`src/rtl/nibble_serial_cla_adder_pkg.sv`:
```
// Shared definitions for the nibble-serial adder: FSM state encoding and slice width.
package nibble_serial_cla_adder_pkg;

  localparam int unsigned NIBBLE_W = 4;

  typedef enum logic [1:0] {
    StIdle = 2'b00,
    StRun  = 2'b01,
    StDone = 2'b10
  } state_e;

endpackage

```
`src/rtl/nibble_serial_cla_adder_cla4.sv`:
```
// 4-bit carry-lookahead adder slice used as the digit datapath of the serial adder.
module four_bit_CLA_adder_verilog (
  input  logic [3:0] i_A,
  input  logic [3:0] i_B,
  input  logic       i_Cin,
  output logic [3:0] o_Sum,
  output logic       o_Cout
);

  logic [3:0] w_p;
  logic [3:0] w_g;
  logic [4:0] w_c;

  assign w_p = i_A ^ i_B;
  assign w_g = i_A & i_B;

  // Flattened lookahead terms; no carry ripples through earlier stages.
  assign w_c[0] = i_Cin;
  assign w_c[1] = w_g[0] | (w_p[0] & i_Cin);
  assign w_c[2] = w_g[1] | (w_p[1] & w_g[0]) | (w_p[1] & w_p[0] & i_Cin);
  assign w_c[3] = w_g[2] | (w_p[2] & w_g[1]) | (w_p[2] & w_p[1] & w_g[0])
                | (w_p[2] & w_p[1] & w_p[0] & i_Cin);
  assign w_c[4] = w_g[3] | (w_p[3] & w_g[2]) | (w_p[3] & w_p[2] & w_g[1])
                | (w_p[3] & w_p[2] & w_p[1] & w_g[0])
                | (w_p[3] & w_p[2] & w_p[1] & w_p[0] & i_Cin);

  assign o_Sum  = w_p ^ w_c[3:0];
  assign o_Cout = w_c[4];

endmodule

```
`src/rtl/nibble_serial_cla_adder.sv`:
```
// Digit-serial WIDTH-bit adder/subtractor: one nibble per cycle through a single 4-bit CLA,
// carry chained through a register, result offered on a valid/ready handshake.
module nibble_serial_cla_adder
  import nibble_serial_cla_adder_pkg::*;
#(
  parameter int unsigned WIDTH = 16
) (
  input  logic             i_clk,
  input  logic             i_rst_n,
  input  logic             i_valid,
  output logic             o_ready,
  input  logic [WIDTH-1:0] i_A,
  input  logic [WIDTH-1:0] i_B,
  input  logic             i_Cin,
  input  logic             i_sub,
  output logic             o_valid,
  input  logic             i_ready,
  output logic [WIDTH-1:0] o_Sum,
  output logic             o_Cout,
  output logic             o_Ovf
);

  localparam int unsigned NIBBLES = WIDTH / NIBBLE_W;
  localparam int unsigned IdxW    = $clog2(NIBBLES);

  state_e              r_state;
  state_e              w_state_d;
  logic [WIDTH-1:0]    r_a;
  logic [WIDTH-1:0]    r_b;
  logic [WIDTH-1:0]    r_sum;
  logic                r_carry;
  logic                r_a_msb;
  logic                r_b_msb;
  logic                r_cout;
  logic                r_ovf;
  logic [IdxW-1:0]     r_idx;
  logic [NIBBLE_W-1:0] w_nib_sum;
  logic                w_nib_cout;
  logic                w_last;

  four_bit_CLA_adder_verilog u_cla (
    .i_A    (r_a[NIBBLE_W-1:0]),
    .i_B    (r_b[NIBBLE_W-1:0]),
    .i_Cin  (r_carry),
    .o_Sum  (w_nib_sum),
    .o_Cout (w_nib_cout)
  );

  assign w_last = (r_idx == IdxW'(NIBBLES - 1));

  always_comb begin
    w_state_d = r_state;
    unique case (r_state)
      StIdle:  if (i_valid) w_state_d = StRun;
      StRun:   if (w_last)  w_state_d = StDone;
      StDone:  if (i_ready) w_state_d = StIdle;
      default: w_state_d = StIdle;
    endcase
  end

  always_ff @(posedge i_clk) begin
    if (!i_rst_n) begin
      r_state <= StIdle;
      r_a     <= '0;
      r_b     <= '0;
      r_sum   <= '0;
      r_carry <= 1'b0;
      r_a_msb <= 1'b0;
      r_b_msb <= 1'b0;
      r_cout  <= 1'b0;
      r_ovf   <= 1'b0;
      r_idx   <= '0;
    end else begin
      r_state <= w_state_d;
      unique case (r_state)
        StIdle: begin
          if (i_valid) begin
            // Subtract as A + ~B + 1; the +1 rides in on the initial carry.
            r_a     <= i_A;
            r_b     <= i_sub ? ~i_B : i_B;
            r_carry <= i_sub | i_Cin;
            r_a_msb <= i_A[WIDTH-1];
            r_b_msb <= i_sub ^ i_B[WIDTH-1];
            r_idx   <= '0;
          end
        end
        StRun: begin
          r_sum   <= {w_nib_sum, r_sum[WIDTH-1:NIBBLE_W]};
          r_a     <= r_a >> NIBBLE_W;
          r_b     <= r_b >> NIBBLE_W;
          r_carry <= w_nib_cout;
          r_idx   <= r_idx + 1'b1;
          if (w_last) begin
            r_cout <= w_nib_cout;
            r_ovf  <= (r_a_msb == r_b_msb) && (w_nib_sum[NIBBLE_W-1] != r_a_msb);
          end
        end
        default: ;
      endcase
    end
  end

  assign o_ready = (r_state == StIdle);
  assign o_valid = (r_state == StDone);
  assign o_Sum   = r_sum;
  assign o_Cout  = r_cout;
  assign o_Ovf   = r_ovf;

endmodule

```
`config.mk`:
```
export PLATFORM = sky130hd
export DESIGN_NAME = nibble_serial_cla_adder
export DESIGN_NICKNAME = d
export VERILOG_FILES = /design/src/rtl/nibble_serial_cla_adder_pkg.sv /design/src/rtl/nibble_serial_cla_adder_cla4.sv /design/src/rtl/nibble_serial_cla_adder.sv
export SDC_FILE = /design/constraint.sdc
export NUM_CORES = 1
export LEC_CHECK = 0
export BUFFER_PORTS_ARGS = -buffer_cell sky130_fd_sc_hd__buf_2
export CELL_PAD_IN_SITES_DETAIL_PLACEMENT = 0
export CELL_PAD_IN_SITES_GLOBAL_PLACEMENT = 1
export CORE_MARGIN = 3
export CORE_UTILIZATION = 42
export CTS_BUF_LIST = sky130_fd_sc_hd__clkbuf_8 sky130_fd_sc_hd__clkbuf_16
export DETAILED_ROUTE_END_ITERATION = 8
export PLACE_DENSITY_LB_ADDON = 0.05
export SETUP_SLACK_MARGIN = 0.1
export SLEW_MARGIN = 5
export SYNTH_ARGS = -nofsm -noshare
export SYNTH_HDL_FRONTEND = slang
export SYNTH_SLANG_ARGS = --single-unit
```
`constraint.sdc`:
```
create_clock -name i_clk -period 3.3 [get_ports i_clk]
set_clock_uncertainty 0.2 [all_clocks]
set_input_delay 0.165 -clock i_clk [delete_from_list [all_inputs] [get_ports i_clk]]
set_output_delay 0.165 -clock i_clk [all_outputs]
set_load 0.01 [all_outputs]
```
Word-level counts from Yosys, hierarchy flattened --
Cells that the tools add are included.
Operators by class: add/subtract/negate cells 1, equality and inequality tests 8, multiplexer cells 13, bitwise operators 32, reductions and logical operators 7
Operator list (number):
- one-hot mux 16 bit (2 select lines) | 2
- two-way mux 16 bit | 3
- bitwise AND 1 bit | 16
- NOT 16 bit | 1
- OR 1 bit | 11
- two-way mux 2 bit | 4
- bitwise XOR 4 bit | 2
- one-hot mux 2 bit (3 select lines) | 1
- AND reduction 2 bit | 3
- bitwise AND 4 bit | 1
- equality test 2 bit, second input constant | 2
- != test 2 bit, second input constant | 2
- one-hot mux 2 bit (2 select lines) | 1
- AND reduction 3 bit | 1
- adder 2 x 1 -> 2 bit, second input constant | 1
- equality test 2 x 1 -> 1 bit, second input constant | 1
- logical NOT 2 bit | 1
- != test 2 x 1 -> 1 bit, second input constant | 1
- one-hot mux 1 bit (2 select lines) | 1
- nonzero test 2 bit | 1
- equality test 1 bit | 1
- logical AND 1 bit | 1
- two-way mux 1 bit | 1
- != test 1 bit | 1
- bitwise XOR 1 bit | 1
Word-level totals: register bits 57, input port bits 38, output and inout bits 20, word-level logic and storage cells 71

Longest topological paths before layout --
Gate-level depths: netlist of run 1.
word-level depth 8, gate-level depth with buffers 6, mapped depth without buffers 5

Hierarchy --
A second synthesis of run 1 with hierarchy kept.
Second synthesis, totals: cells, all modules 278, area total of the unflattened synthesis 2521.2 µm²
Modules (own cells, without submodules):
- nibble_serial_cla_adder | times used 1, cells each 261, area an instance 2373.5 µm², sequential area each 1141.1 µm²
- four_bit_CLA_adder_verilog | times used 1, cells each 17, area an instance 147.6 µm², sequential area each 0.0 µm²

Least setup slack after synthesis of run 1 --
OpenSTA, ideal clock, no wires.
kind flip-flop to flip-flop, start point register r_a[0], end point register r_ovf (netlist: o_Ovf), library setup time 0.122 ns, arrival 1.614 ns, required time 2.978 ns, path slack 1.364 ns, stages on the path, launching flop included 6, path buffers 0, period minus slack after synthesis 1.936 ns, path through dfxtp_1 > ha_1 > a211o_1 > a211o_1 > and4_4 > o311a_1
Between the ends: cells in the longest elaborated chain, start to end 7, elaborated cells between the ends (all ways) 10, classes of those cells eq/ne (1); bitwise (8); reduce/logical (1)
Ends and longest elaborated chain:
- start: declaration | line nibble_serial_cla_adder.sv:28 | logic [WIDTH-1:0] r_a;
- start signal: assignment | line nibble_serial_cla_adder.sv:79 | r_a <= i_A;
- start signal: assignment | line nibble_serial_cla_adder.sv:89 | r_a <= r_a >> NIBBLE_W;
- bitwise AND 4 bit / bitwise XOR 4 bit (equally long branches) | line nibble_serial_cla_adder_cla4.sv:15, nibble_serial_cla_adder_cla4.sv:14
- bitwise AND 1 bit (on tied branches) | line nibble_serial_cla_adder_cla4.sv:21, nibble_serial_cla_adder_cla4.sv:22
- OR 1 bit / bitwise AND 1 bit (equally long branches) | line nibble_serial_cla_adder_cla4.sv:21, nibble_serial_cla_adder_cla4.sv:22
- OR 1 bit (*) | line nibble_serial_cla_adder_cla4.sv:22 | | (w_p[2] & w_p[1] & w_p[0] & i_Cin);
- bitwise XOR 4 bit (*) | line nibble_serial_cla_adder_cla4.sv:27 | assign o_Sum = w_p ^ w_c[3:0];
- != test 1 bit (*) | line nibble_serial_cla_adder.sv:95 | r_ovf <= (r_a_msb == r_b_msb) && (w_nib_sum[NIBBLE_W-1] != r_a_msb);
- logical AND 1 bit (*) | line nibble_serial_cla_adder.sv:95
- end signal: assignment | line nibble_serial_cla_adder.sv:95
- end: declaration | line nibble_serial_cla_adder.sv:35 | logic r_ovf;
Every way passes the cells marked *; elsewhere a longest branch is shown, timed or not. A chain may end at the register's enable or synchronous reset.

Final worst setup path of run 1 --
start point register r_state[1], end point register r_b[14]
Between the ends: cells in the longest elaborated chain, start to end 3, elaborated cells between the ends (all ways) 6, classes of those cells eq/ne (2); mux (1); reduce/logical (3)
Ends and longest elaborated chain:
- start: declaration | line nibble_serial_cla_adder.sv:26 | state_e r_state;
- start signal: assignment | line nibble_serial_cla_adder.sv:63 | r_state <= StIdle;
- start signal: assignment | line nibble_serial_cla_adder.sv:74 | r_state <= w_state_d;
- equality test 2 x 1 -> 1 bit / logical NOT 2 bit (equally long branches) | line nibble_serial_cla_adder.sv:75 | unique case (r_state)
- nonzero test 2 bit (no source line) / != test 2 bit (equally long branches)
- AND reduction 2 bit (no source line)
- end signal: assignment | line nibble_serial_cla_adder.sv:80 | r_b <= i_sub ? ~i_B : i_B;
- end signal: assignment | line nibble_serial_cla_adder.sv:90 | r_b <= r_b >> NIBBLE_W;
- end: declaration | line nibble_serial_cla_adder.sv:29 | logic [WIDTH-1:0] r_b;
Several ways; a longest one is shown, not always the timed one.

==> metrics.cfg, run 1 <==
[run_status]
outcome = completed

[timing]
timing_worst_slew_pin_value_ns = 0.966
fmaxAchievable_mhz = 471
final.min_clock_period_ns = 2.12
rsz0062_at_grt = no
hold_viol = 0
drv_slew = 0
hold_ws_ns = 0.0211
layout_worst_path_cycle_share_pct = 64.3
setup-tns-final_ns = 0
setup_viol = 0
slew_headroom_pct = 35.6

[finish]
mostFrequentLayoutCell = sky130_fd_sc_hd__nand2_1
mostFrequentLayoutCells = 79 x sky130_fd_sc_hd__nand2_1, 57 x sky130_fd_sc_hd__buf_2, 57 x sky130_fd_sc_hd__dfxtp_1
final_net_count = 422
antenna-diode-count = 0
layout_cell_share_with_drive_strength_beyond_1_pct = 21.5
post_route_cell_area_um2 = 3250
area_growth_syn_to_layout_pct = 28.5

[routing]
drtPass1Iterations = 4
routed_via_density = 5.09
routed_wirelength_um = 6280
dr.first_iter.drc_count = 119
wl_per_cell_um = 13.8
detailroute.via_count = 2312
postRouteAntennaNets = 0
drc = 0

[placed_design]
portbufs = 57
place.detailed.hpwl_um = 4110
finalWeightedCongestion = 0.816
placed_area_um2 = 2830

[floorplanning]
floorplan.core_area_um2 = 5680
fp.dieH_um = 83.5
die_x_um = 83.5
ios = 58
die_area_um2 = 6980
effective_utilization_at_floorplan_pct = 44.5
std_cell_rows = 27

[clock_network]
tritoncts = done
clock_sinks = 57
worstSkewPairLatency_ns = 0.34
post_cts_clock_slew_at_the_launch_and_capture_registers_of_the_worst_setup_and_hold_paths_ns = 0.06
htree_num_levels = 3
postCtsSetupBuffers = 0
cts.path.max_buffers = 2
numCtsBuffers = 9
clk_root_buffer_cell = sky130_fd_sc_hd__clkbuf_8
cts_repair_resize_count = 0

[grt]
grt_remaining_overflow = 0
grt_max_degree = 51
initial_antenna_violation_count = 0
grt_pass1_wl_um = 10300
number_of_global_route_vias_before_repair = 2188
track_usage_pct = 18.4

[run]
max_cap_viol_count = 0

[critical_path]
worst_ep_arrival_time_ns = 2.14
critical_path.max_fanout = 19
worst_setup_sp_type = register
timing.setup.critical_path_class = register to register
critical_path.endpoint_type = register
critical_path_data_required_time_ns = 3.32

[pwr]
irDropWorstVdd_mv = 0.207
power.static_leakage_uw = 0.00138
power.density_cell_area_nw_per_um2 = 513
fin_total_pwr_uw = 1660

[logic_synthesis]
synthesis.area_um2 = 2520
synth_cell_type_count = 34
synth_enable_flop_cells = 0
synthesis.instances = 307
postSynthNetCount = 351
async_flop_share_pct = 0
ys_seq_area_share_pct = 45.2
ys_warn_count = 0
syn-mean-instance-area_um2 = 8.22
yosys_register_bits = 57
yosys_most_used_dff = sky130_fd_sc_hd__dfxtp_1

[hold_path]
min_path_type = input port to register

==> synthesized netlist by cell type, types with 3 or more instances <==
| master | instances | area (um2) |
|---|---|---|
| sky130_fd_sc_hd__clkbuf_1 | 8 | 30.0 |
| sky130_fd_sc_hd__a21boi_0 | 4 | 30.0 |
| sky130_fd_sc_hd__a311oi_1 | 13 | 114 |
| sky130_fd_sc_hd__a21oi_1 | 37 | 185 |
| sky130_fd_sc_hd__nand2_1 | 79 | 297 |
| sky130_fd_sc_hd__inv_1 | 3 | 11.3 |
| sky130_fd_sc_hd__ha_1 | 5 | 62.6 |
| sky130_fd_sc_hd__dfxtp_1 | 57 | 1140 |
| sky130_fd_sc_hd__nor2_1 | 24 | 90.1 |
| sky130_fd_sc_hd__xor2_1 | 15 | 131 |
| sky130_fd_sc_hd__nand3_1 | 7 | 35.0 |
| sky130_fd_sc_hd__nand2b_1 | 3 | 18.8 |
| sky130_fd_sc_hd__a22oi_1 | 12 | 90.1 |
| sky130_fd_sc_hd__buf_2 | 15 | 75.1 |
==> routing by layer <==
metal / wire length [um] / share of wire (%) / vias to the layer above / global-route usage, %
li1: - / - / 1195 / -
met1: 2910 / 46 / 1047 / 23.0
met2: 2900 / 46 / 60 / 29.9
met3: 345 / 5.5 / 10 / 4.15
met4: 115 / 1.8 / 0 / 9.06
met5: 0 / 0 / - / 0
==> flip-flops by register name, indices dropped and copies added, names as in the netlist <==
name	flops
o_Cout	1
o_Ovf	1
o_Sum	16
r_a	16
r_a_msb	1
r_b	16
r_b_msb	1
r_carry	1
r_idx	2
r_state	2
==> worst max-delay path, stage by stage (launching register included) <==
cell and delay, ns:
sky130_fd_sc_hd__dfxtp_1 0.37, sky130_fd_sc_hd__nor3b_4 0.68, sky130_fd_sc_hd__buf_4 0.36, sky130_fd_sc_hd__nor2_1 0.06
sky130_fd_sc_hd__a2111oi_0 0.34
==> area by class of cell <==
cell class,count,area (um2)
timing repair buffer,83,536
sequential,57,1140
clock buffer,11,151
clock inverter,4,43.8
tap,72,90.1
fill,576,2430
multi-input combinational,223,1270
inverter,4,15.0
==> power breakdown <==
part	internal (uW)	leakage [uW]	switching, uW
clock network	380	0.000106	270
logic	111	0.000806	142
registers	733	0.000467	28.2
total	1220	0.00138	440
==> cells by family (layout without fill, tap and decap cells) <==
family / after synthesis / count (layout) / share of synthesized area [%]
and+or+nand+nor: 122 / 122 / 20.3
AOI/OAI and AO/OA: 78 / 78 / 20.6
DFF: 57 / 57 / 45.2
buffers and inverters: 27 / 102 / 4.76
xor gates and xnor gates: 17 / 17 / 5.90
adders and majority gates: 6 / 6 / 3.27
==> worst paths after layout <==
path                    from        to  slack, ns  depth (start not counted)
setup / recovery  r_state[1]   r_b[14]       1.18                          4
hold / removal        i_B[4]    r_b[4]       0.02                          4
setup reg to reg  r_state[1]   r_b[14]       1.18                          4
hold reg to reg     o_Sum[2]  o_Sum[2]       0.25                          2
==> through the flow <==
stage / setup WS [ns] / std cells / utilization [%]
after floorplan: 1.36 / 307 / -
after global placement: 1.24 / 417 / 49.9
after detailed placement: 1.13 / 417 / 49.9
after CTS: 1.15 / 454 / 57.2
after global routing: 0.935 / 454 / 57.2
final: 1.18 / 454 / 57.2
==> what timing repair did <==
item / CTS / global route
hold buffers: 22 / 0
hold endpoints to repair: 26 / 0
setup endpoints to repair: 0 / 0
No activity file was read; power rests on OpenSTA's default activity.
==> run 2, diff against run 1 <==
--- a/config.mk
+++ b/config.mk
@@ -9,7 +9,7 @@
 export CELL_PAD_IN_SITES_DETAIL_PLACEMENT = 0
 export CELL_PAD_IN_SITES_GLOBAL_PLACEMENT = 1
 export CORE_MARGIN = 3
-export CORE_UTILIZATION = 42
+export CORE_UTILIZATION = 39
 export CTS_BUF_LIST = sky130_fd_sc_hd__clkbuf_8 sky130_fd_sc_hd__clkbuf_16
 export DETAILED_ROUTE_END_ITERATION = 8
 export PLACE_DENSITY_LB_ADDON = 0.05
==> constraint.sdc (replaced) <==
create_clock -name i_clk -period 2.1 [get_ports i_clk]
set_clock_uncertainty 0.2 [all_clocks]
set_input_delay 0.105 -clock i_clk [delete_from_list [all_inputs] [get_ports i_clk]]
set_output_delay 0.105 -clock i_clk [all_outputs]
set_load 0.01 [all_outputs]
==> run 2 against run 1 <==
Effect of this change: wire length up 1.2%; sequential cell count unchanged; register-to-register slack got worse by 1.0 ns; critical endpoint is now o_Ovf.
==> metrics.cfg, run 2 (synthesized netlist as in run 1, its figures left out) <==
[run_status]
outcome = completed

[grt]
number_of_global_route_vias_before_repair = 2260
grt_pass1_wl_um = 10700
grt_max_degree = 28
track_usage_pct = 18.2
grtUsageMet1_pct = 24.2
initial_antenna_violation_count = 0
grt.met2_usage_pct = 28.8
grt.met3_usage_pct = 3.14
grt_remaining_overflow = 0
grt_busiest_layer = met2

[critical_path]
rr_endpoint = o_Ovf
cp_common_cell = sky130_fd_sc_hd__a211o_1
critical_path.max_fanout = 3
timing.critical_path.buf_inv = 0
worst_setup_sp_type = register
critical_path_data_required_time_ns = 2.11
path_cells = ha_4, a211o_1, a211o_1, and4_4, o311a_1
worst-r2r-setup-slack_ns = 0.17
critical-path-slowest-cell = sky130_fd_sc_hd__dfxtp_2
timing.rr.start = r_b[0]
timing.setup.critical_path_class = register to register
path_delay_family = compound AO/OA/AOI/OAI gates
r2r.worst_path.cells = 5
worst_ep_arrival_time_ns = 1.94
critical_path.endpoint_type = register
max_stage_delay_ns = 0.34

[finish]
area_growth_syn_to_layout_pct = 34.3
mostFrequentLayoutCell = sky130_fd_sc_hd__nand2_1
layout.cells.non_filler = 473
layout_cell_share_with_drive_strength_beyond_1_pct = 22.6
mostFrequentLayoutCells = 79 x sky130_fd_sc_hd__nand2_1, 57 x sky130_fd_sc_hd__buf_2, 55 x sky130_fd_sc_hd__dfxtp_1
antenna-diode-count = 0
nFillCells = 591
final_net_count = 440

[pwr]
power.density_cell_area_nw_per_um2 = 724
intPower_uw = 1790
switchingPower_uw = 662
irDropWorstVdd_mv = 0.354
pwr-share-clk_pct = 33.1
power_frac_seq_pct = 48.9
combinationalPowerShare_pct = 18.0
power.static_leakage_uw = 0.00144
switching_share_pct = 27.0

[hold_path]
worst_hold_startpoint = i_B[8]
timing.hold.worst_path_depth = 4
min_path_type = input port to register
whs_endpoint = r_b[8]

[floorplanning]
die_area_um2 = 7480
floorplan.core_area_um2 = 6100
fp.dieH_um = 86.5
std_cell_rows = 28
effective_utilization_at_floorplan_pct = 41.4
die_x_um = 86.5
ios = 58

[routing]
dr.first_iter.drc_count = 82
wl_per_cell_um = 13.4
drc = 0
routed_via_density = 4.98
drtPass1Iterations = 4
detailroute.via_count = 2356
routed_wirelength_um = 6350
postRouteAntennaNets = 0

[timing]
timing_worst_slew_pin_value_ns = 0.581
drv_slew = 0
timing.final.ws_setup_ns = 0.175
layout_worst_path_cycle_share_pct = 91.7
rsz0062_at_grt = no
hold_viol = 0
final.min_clock_period_ns = 1.93
setup_viol = 0
hold_ws_ns = 0.00813
slew_headroom_pct = 61.2
fmaxAchievable_mhz = 519
setup-tns-final_ns = 0

[clock_network]
tritoncts = done
clock_sinks = 57
numCtsBuffers = 9
worstSkewPairLatency_ns = 0.32
clk_root_buffer_cell = sky130_fd_sc_hd__clkbuf_8
cts.path.max_buffers = 2
htree_num_levels = 3
post_cts_clock_slew_at_the_launch_and_capture_registers_of_the_worst_setup_and_hold_paths_ns = 0.06

[placed_design]
finalWeightedCongestion = 0.888
place.detailed.hpwl_um = 4260
portbufs = 57
pre_cts_slack_ns = 0.0871
cell_count_post_placement = 427

[run]
max_cap_viol_count = 0

## run 2: changes by cell type in the layout (fill, tap and decap cells not counted), sizes merged
cell         change
clkinv           -1
inv              +1
dlygate4sd3     +10
buf              +8
bufinv           -1
clkbuf           -1
## run 2: per-stage QoR
stage	util (%)	total power (uW)	area, um2
6_report	55.6	2460	3390
5_1_grt	55.6	2590	3390
4_1_cts	55.6	2490	3390
3_5_place_dp	47.6	1610	2900
3_3_place_gp	47.6	1610	2900
2_1_floorplan	-	1470	2520
## run 2: metal layers
layer | part of all wire [%] | wire [um]
met4 | 1.5 | 95
met2 | 46 | 2940
met5 | 0 | 0
met1 | 48 | 3060
met3 | 4.1 | 258
## run 2: how the worst max path moves through the flow
stage	end	startpoint	cells after the start
final	o_Ovf	r_b[0]	5
after global routing	r_a[15]	r_state[0]	5
after CTS	o_Ovf	r_a[0]	5
after detailed placement	o_Ovf	r_a[0]	5
after global placement	o_Ovf	r_a[0]	5
after floorplan	o_Ovf	r_a[0]	5
## run 2: area by class of cell
cell class	instances	area (um2)	share of cell area, %
Timing Repair Buffer	101	708	20.9
Multi-Input combinational cell	223	1280	37.8
Clock inverter	3	12.5	0.369
Inverter	4	15.0	0.443
Clock buffer	10	138	4.06
Tap cell	75	93.8	2.77
Sequential cell	57	1140	33.7
## run 2: timing repair
action                                 in CTS  in global routing
setup buffers                               1                  0
hold buffers                               32                  0
gates resized for setup                     2                  1
pin swaps                                   3                  0
endpoints found under the hold margin      35                  0
setup endpoints to repair                   1                  1
## run 2: power by group through the flow
stage / Combinational [uW] / Clock [uW] / Sequential [uW]
after floorplan: 262 / 0 / 1210
after detailed placement: 391 / 0 / 1220
after CTS: 446 / 846 / 1200
after global placement: 389 / 0 / 1220
final: 442 / 814 / 1200
after global routing: 496 / 889 / 1210
## run 2: worst register-to-register path, cell delays in order (launching register included)
cell	delay, ns
sky130_fd_sc_hd__dfxtp_2	0.34
sky130_fd_sc_hd__ha_4	0.23
sky130_fd_sc_hd__a211o_1	0.27
sky130_fd_sc_hd__a211o_1	0.32
sky130_fd_sc_hd__and4_4	0.19
sky130_fd_sc_hd__o311a_1	0.27
